===== src/rtl/button_reader.sv =====
// Pushbutton front end: two-flop synchronizer, per-edge debounce FSM, and
// registered level / press / release / long-press strobes plus a press counter.
module button_reader #(
    parameter int DEBOUNCE_CYCLES   = 4,
    parameter int LONG_PRESS_CYCLES = 16,
    parameter bit ACTIVE_LOW        = 1'b1
) (
    input  logic       clk,
    input  logic       rst_n,
    input  logic       btn_in,
    output logic       btn_level,
    output logic       press_pulse,
    output logic       release_pulse,
    output logic       long_press_pulse,
    output logic [7:0] press_count
);

    localparam int CNT_W  = $clog2(DEBOUNCE_CYCLES + 1);
    localparam int HOLD_W = $clog2(LONG_PRESS_CYCLES + 1);
    localparam logic [CNT_W-1:0]  CNT_LAST = CNT_W'(DEBOUNCE_CYCLES - 1);
    localparam logic [HOLD_W-1:0] HOLD_MAX = HOLD_W'(LONG_PRESS_CYCLES);

    typedef enum logic [1:0] {
        RELEASED,
        PRESS_PEND,
        PRESSED,
        RELEASE_PEND
    } state_t;

    logic              s1_q, s2_q;
    logic              p;
    state_t            state_q, state_d;
    logic [CNT_W-1:0]  cnt_q, cnt_d;
    logic [HOLD_W-1:0] hold_q, hold_d;
    logic              long_done_q, long_done_d;
    logic              level_q, level_d;
    logic              press_q, press_d;
    logic              rel_q, rel_d;
    logic              long_q, long_d;
    logic [7:0]        count_q, count_d;
    logic              held;

    // Synchronizer resets to the idle pin level so reset never looks like a press.
    always_ff @(posedge clk or negedge rst_n) begin
        if (!rst_n) begin
            s1_q <= ACTIVE_LOW;
            s2_q <= ACTIVE_LOW;
        end else begin
            s1_q <= btn_in;
            s2_q <= s1_q;
        end
    end

    assign p = s2_q ^ ACTIVE_LOW;

    always_ff @(posedge clk or negedge rst_n) begin
        if (!rst_n) begin
            state_q     <= RELEASED;
            cnt_q       <= '0;
            hold_q      <= '0;
            long_done_q <= 1'b0;
            level_q     <= 1'b0;
            press_q     <= 1'b0;
            rel_q       <= 1'b0;
            long_q      <= 1'b0;
            count_q     <= 8'd0;
        end else begin
            state_q     <= state_d;
            cnt_q       <= cnt_d;
            hold_q      <= hold_d;
            long_done_q <= long_done_d;
            level_q     <= level_d;
            press_q     <= press_d;
            rel_q       <= rel_d;
            long_q      <= long_d;
            count_q     <= count_d;
        end
    end

    // RELEASE_PEND still counts as held, so a long press can land on the release edge.
    assign held = (state_q == PRESSED) || (state_q == RELEASE_PEND);

    always_comb begin
        state_d     = state_q;
        cnt_d       = cnt_q;
        hold_d      = hold_q;
        long_done_d = long_done_q;
        level_d     = level_q;
        press_d     = 1'b0;
        rel_d       = 1'b0;
        long_d      = 1'b0;
        count_d     = count_q;

        if (held && (hold_q != HOLD_MAX))
            hold_d = hold_q + 1'b1;
        if (held && (hold_d == HOLD_MAX) && !long_done_q) begin
            long_d      = 1'b1;
            long_done_d = 1'b1;
        end

        case (state_q)
            RELEASED: begin
                if (p) begin
                    state_d = PRESS_PEND;
                    cnt_d   = CNT_W'(1);
                end
            end
            PRESS_PEND: begin
                if (!p) begin
                    state_d = RELEASED;
                    cnt_d   = '0;
                end else if (cnt_q == CNT_LAST) begin
                    state_d     = PRESSED;
                    cnt_d       = '0;
                    level_d     = 1'b1;
                    press_d     = 1'b1;
                    count_d     = count_q + 8'd1;
                    hold_d      = '0;
                    long_done_d = 1'b0;
                end else begin
                    cnt_d = cnt_q + 1'b1;
                end
            end
            PRESSED: begin
                if (!p) begin
                    state_d = RELEASE_PEND;
                    cnt_d   = CNT_W'(1);
                end
            end
            RELEASE_PEND: begin
                if (p) begin
                    state_d = PRESSED;
                    cnt_d   = '0;
                end else if (cnt_q == CNT_LAST) begin
                    state_d = RELEASED;
                    cnt_d   = '0;
                    level_d = 1'b0;
                    rel_d   = 1'b1;
                end else begin
                    cnt_d = cnt_q + 1'b1;
                end
            end
            default: begin
                state_d = RELEASED;
                cnt_d   = '0;
            end
        endcase
    end

    assign btn_level        = level_q;
    assign press_pulse      = press_q;
    assign release_pulse    = rel_q;
    assign long_press_pulse = long_q;
    assign press_count      = count_q;

endmodule


===== config.mk =====
export PLATFORM = sky130hd
export DESIGN_NAME = button_reader
export DESIGN_NICKNAME = d
export VERILOG_FILES = /design/src/rtl/button_reader.sv
export SDC_FILE = /design/constraint.sdc
export NUM_CORES = 1
export LEC_CHECK = 0
export ABC_AREA = 1
export BUFFER_PORTS_ARGS = -buffer_cell sky130_fd_sc_hd__buf_4
export CORE_UTILIZATION = 59
export DETAILED_ROUTE_END_ITERATION = 10
export GPL_TIMING_DRIVEN = 0
export MAX_ROUTING_LAYER = met4
export PLACE_DENSITY = 0.82
export SYNTH_ARGS = -nofsm -noshare
export SYNTH_HDL_FRONTEND = slang
export SYNTH_SLANG_ARGS = --single-unit
export TNS_END_PERCENT = 50

===== constraint.sdc =====
create_clock -name clk -period 3.9 [get_ports clk]
set_input_delay 0.975 -clock clk [delete_from_list [all_inputs] [get_ports clk]]
set_output_delay 0.975 -clock clk [all_outputs]
set_load 0.03 [all_outputs]

==> impl_metrics.env, run 1 <==
export IMPL_status="completed"
export IMPL_finalCritPeriodShare=0.489
export IMPL_final_cells=165
export IMPL_dr_pass1_iters=4
export IMPL_clk_latency_ps=300
export IMPL_dp_hpwl_um=1500
export IMPL_syn_avg_cell_area_um2=9.55
export IMPL_area_growth_pct=14.0
export IMPL_io_pin_count=15
export IMPL_critical_path_arrival_ps=930
export IMPL_cp_slowest_cell="dfrtp_1"
export IMPL_skew_ps=2.80
export IMPL_met2_usage=0.375
export IMPL_num_vias=840
export IMPL_die_area_mm2=0.00216
export IMPL_n_antenna_cell=0
export IMPL_final_min_clock_period_ps=1910
export IMPL_drv_slew=0
export IMPL_grt_start_max_net_pins=26
export IMPL_die_h_um=46.4
export IMPL_final_nets=148
export IMPL_cts_hold_buf=0
export IMPL_whs_path_depth=0
export IMPL_cts_inserted_buffers=3
export IMPL_synth_edf_count=0
export IMPL_postSynthNetCount=129
export IMPL_hold_class="register to register"
export IMPL_core_area_mm2=0.00178
export IMPL_gp_congestion=0.856
export IMPL_drive_gt1_frac=0.236
export IMPL_rows=15
export IMPL_irDropWorstVdd_mv=0.494
export IMPL_cp_depth=1
export IMPL_clock_sinks=25
export IMPL_met3_usage=0.0353
export IMPL_busiest_layer="met2"
export IMPL_synth_area_mm2=0.00116
export IMPL_postCtsSetupBuffers=0
export IMPL_min_to="s2_q"
export IMPL_overflow=0
export IMPL_die_w_um=46.4
export IMPL_drt_initial_drc_count=9
export IMPL_power_density_mw_per_mm2=567
export IMPL_final_cell_mix="24 x nand2_1, 23 x dfrtp_1, 15 x buf_4, 14 x inv_1, 12 x nor2_1"
export IMPL_cp_slowest_stage_delay_ps=440
export IMPL_crit_type="register to output pin"
export IMPL_rsz0062_at_grt="false"
export IMPL_wirelength_um=1900
export IMPL_grt_pass1_wl_um=3150
export IMPL_largest_register_ffs=8
export IMPL_use_met1=0.247
export IMPL_final_common_cell="nand2_1"
export IMPL_async_flop_share=1.00
export IMPL_drc=0
export IMPL_root_buffer="clkbuf_4"
export IMPL_yosysUniqueCellTypes=24
export IMPL_grt_pass1_vias=806
export IMPL_avgRoutedWirePerCell_um=11.5
export IMPL_cts_tree="built"
export IMPL_final_setup_viol_count=0
export IMPL_cp_start_kind="register"
export IMPL_r2r_start="hold_q[0]"
export IMPL_crit_path_end_kind="output pin"
export IMPL_yosys_register_bits=25
export IMPL_hold_viol_final=0
export IMPL_fillCellCount=138
export IMPL_worst_path_buf_inv=1
export IMPL_ant_nets=0
export IMPL_syn_inst=122
export IMPL_dp_cells=161
export IMPL_clockBufferDepth=2
export IMPL_start_util=0.653
export IMPL_yosys_warnings=0
export IMPL_cp_cell_sequence="buf_4"
export IMPL_fin_tns_setup_ps=0
export IMPL_r2r_end="long_done_q"
export IMPL_slew_headroom=0.798
export IMPL_synth_ff_type="dfrtp_1"
export IMPL_p_leak_nw=0.706
export IMPL_reg2reg_setup_slack_ps=2350
export IMPL_worst_slew_pin_slew_ps=302
export IMPL_reg2regPathDepth=11
export IMPL_placed_cell_area_mm2=0.00130
export IMPL_final_cell_area_mm2=0.00133
export IMPL_hold_start="s1_q"
export IMPL_antenna_found_initial=0
export IMPL_cp_required_ps=2920
export IMPL_cts_resized=0
export IMPL_grtUsageTotal=0.216
export IMPL_vias_per_cell=5.09
export IMPL_fmax_ghz=0.525
export IMPL_cts_htree_levels=1
export IMPL_critical_path_top_delay_family="flip-flops"
export IMPL_port_buffers=14
export IMPL_ys_seq_area_frac=0.539
export IMPL_cap_violations=0
export IMPL_cp_max_fo=4
export IMPL_path_clk_slew_ps=120
cells by family after synthesis:
group	Yosys count	share of synthesized area
compound gates	12	0.0537
simple gates	56	0.244
fa+ha+maj	4	0.0430
flops	25	0.539
buf+inv	18	0.0677
xor+xnor	7	0.0526
power breakdown:
part	switching (mW)	internal, mW
clock	0.0682	0.0398
sequential	0.0555	0.316
combinational	0.169	0.104
total	0.292	0.460
area by class of cell:
cell class,count,area (um^2),share of cell area
Tap cell,25,31.3,0.0236
Clock buffer,4,26.3,0.0198
Buffer,2,18.8,0.0141
Multi-Input combinational cell,79,458,0.345
Inverter,16,60.1,0.0452
Timing Repair Buffer,14,105,0.0792
Sequential cell,25,628,0.473
synthesized netlist by cell type (3+ instances only):
cell type,number,area (um^2)
a21oi_1,6,30.0
dfrtp_1,23,576
ha_1,4,50.1
inv_1,14,52.6
nand2_1,24,90.1
nand2_2,5,31.3
nand3_1,5,25.0
nand4_1,3,18.8
nor2_1,12,45.0
o21ai_0,4,20.0
xor2_1,7,61.3
worst max path at each step:
stage | slack, ps | start | endpoint
3_3_place_gp | 2350 | press_count[3] | press_count[3]
3_5_place_dp | 2340 | press_count[0] | press_count[0]
2_1_floorplan | 2400 | press_count[0] | press_count[0]
4_1_cts | 1980 | press_count[0] | press_count[0]
5_1_grt | 1960 | press_count[0] | press_count[0]
6_report | 1990 | press_count[0] | press_count[0]
metrics by stage:
step | util | hold slack, ps | total power, mW | setup slack, ps
detailed placement | 0.730 | 349 | 0.652 | 2340
floorplan | - | 345 | 0.568 | 2400
CTS | 0.745 | 367 | 0.762 | 1980
global placement | 0.730 | 348 | 0.626 | 2350
finish | 0.745 | 368 | 0.753 | 1990
global route | 0.745 | 373 | 0.805 | 1960
routing by layer:
layer  wire length, um  part of all wire
met2              1040              0.55
met4                13            0.0069
met3                57             0.030
met5                 0                 0
met1               789              0.42
No activity file was read; power rests on OpenSTA's default activity.
==> run 2: changes to the inputs <==
Settings changed: CORE_UTILIZATION 59 to 50, PLACE_DENSITY 0.82 to 0.74.
Clock period 3.9 ns to 1.7 ns, I/O delays scaled along.
==> impl_metrics.env, run 2 (synthesis results as in run 1) <==
export IMPL_status="completed"
export IMPL_die_w_um=50.3
export IMPL_dr_pass1_iters=4
export IMPL_wirelength_um=1880
export IMPL_path_clk_slew_ps=130
export IMPL_hold_viol_final=0
export IMPL_die_area_mm2=0.00253
export IMPL_vias_per_cell=4.95
export IMPL_register_area_um2=628
export IMPL_cap_violations=0
export IMPL_fin_tns_setup_ps=0
export IMPL_gp_congestion=0.802
export IMPL_whs_path_depth=1
export IMPL_overflow=0
export IMPL_clk_latency_ps=310
export IMPL_clockBufferDepth=2
export IMPL_grtUsageTotal=0.184
export IMPL_cp_max_fo=5
export IMPL_reg2regPathDepth=11
export IMPL_crit_type="register to register"
export IMPL_use_met1=0.221
export IMPL_busiest_layer="met2"
export IMPL_r2r_start="hold_q[0]"
export IMPL_largest_register_ffs=8
export IMPL_met3_usage=0.0364
export IMPL_startpoint="hold_q[0]"
export IMPL_dp_cells=164
export IMPL_critical_path_arrival_ps=1790
export IMPL_hold_class="primary input to register"
export IMPL_drt_initial_drc_count=11
export IMPL_whs_ps=217
export IMPL_crit_end="long_done_q"
export IMPL_r2r_end="long_done_q"
export IMPL_dp_hpwl_um=1410
export IMPL_final_cell_mix="24 x nand2_1, 23 x dfrtp_1, 15 x buf_4, 14 x inv_1, 12 x nor2_1"
export IMPL_grt_start_max_net_pins=26
export IMPL_crit_path_end_kind="register"
export IMPL_final_min_clock_period_ps=1550
export IMPL_num_vias=836
export IMPL_reg2reg_setup_slack_ps=150
export IMPL_placed_cell_area_mm2=0.00131
export IMPL_rows=17
export IMPL_port_buffers=14
export IMPL_met2_usage=0.296
export IMPL_final_cells=169
export IMPL_antenna_found_initial=0
export IMPL_p_leak_nw=0.713
export IMPL_root_buffer="clkbuf_4"
export IMPL_ant_nets=0
export IMPL_core_area_mm2=0.00221
export IMPL_io_pin_count=15
export IMPL_final_util=0.607
export IMPL_cp_required_ps=1950
export IMPL_rsz0062_at_grt="false"
export IMPL_drv_slew=0
export IMPL_final_nets=149
export IMPL_skew_ps=7.43
export IMPL_cts_inserted_buffers=3
export IMPL_worst_slew_pin_slew_ps=312
export IMPL_slew_headroom=0.792
export IMPL_clock_sinks=25
export IMPL_final_common_cell="nand2_1"
export IMPL_multi_input_area_um2=458
export IMPL_final_cell_area_mm2=0.00134
export IMPL_cts_resized=0
export IMPL_fmax_ghz=0.647
export IMPL_n_antenna_cell=0
export IMPL_finalCritPeriodShare=0.910
export IMPL_die_h_um=50.3
export IMPL_final_setup_worst_slack_ps=154
export IMPL_final_setup_viol_count=0
export IMPL_fillCellCount=199
export IMPL_drive_gt1_frac=0.241
export IMPL_grt_pass1_vias=785
export IMPL_power_total_mw=1.71
export IMPL_grt_pass1_wl_um=3330
export IMPL_power_density_mw_per_mm2=1280
export IMPL_irDropWorstVdd_mv=0.811
export IMPL_drc=0
export IMPL_pre_cts_ws_ps=156
export IMPL_start_util=0.527
export IMPL_cp_start_kind="register"
export IMPL_area_growth_pct=15.3
export IMPL_cts_htree_levels=1
export IMPL_avgRoutedWirePerCell_um=11.1
export IMPL_cts_tree="built"
## run 2: cell types whose count changed in the layout (fill, tap and decap cells not counted)
cell and change:
clkbuf_1 -1, dlygate4sd3_1 +1, clkinv_2 +1
## run 2: critical path, cell delays in order (launching register included)
cell and delay, ps:
dfrtp_1 440, inv_1 80, ha_1 200, nand2_1 70
inv_1 50, nand2_2 90, nand2_2 70, nand2_1 80
nand2_1 60, nor2_1 100, nand3_1 100, a21oi_1 130
## run 2: worst min-delay path by stage
stage	endpoint	slack, ps	start
finish	s1_q	220	btn_in
global route	s1_q	190	btn_in
CTS	s1_q	200	btn_in
detailed placement	long_done_q	350	rst_n
global placement	long_press_pulse	340	rst_n
floorplan	async pin	130	rst_n
## run 2: where the power goes
group / total [mW] / internal, mW / switching [mW]
clock network: 0.249 / 0.0877 / 0.161
logic: 0.613 / 0.239 / 0.375
registers: 0.852 / 0.726 / 0.126
## run 2: final cells by class
class,count,area share
clock buffers,3,0.0168
clock inverters,1,0.00373
repair buffers,15,0.0857
plain buffers,2,0.0140
inverters,16,0.0447
multi-input cells,79,0.341
flip-flops and latches,25,0.468
well taps,28,0.0261
## run 2: per-layer routing
| metal | vias to the layer above | part of all wire |
|---|---|---|
| met2 | 5 | 0.52 |
| li1 | 424 | - |
| met4 | 0 | 0.0091 |
| met3 | 2 | 0.016 |
| met5 | - | 0 |
| met1 | 405 | 0.45 |
## run 2: what timing repair did
| item | 4_1_cts | 5_1_grt |
|---|---|---|
| hold endpoints to repair | 23 | 0 |
| hold buffers | 1 | 0 |
| buffers inserted | 0 | 0 |
| endpoints found under the setup margin | 0 | 0 |
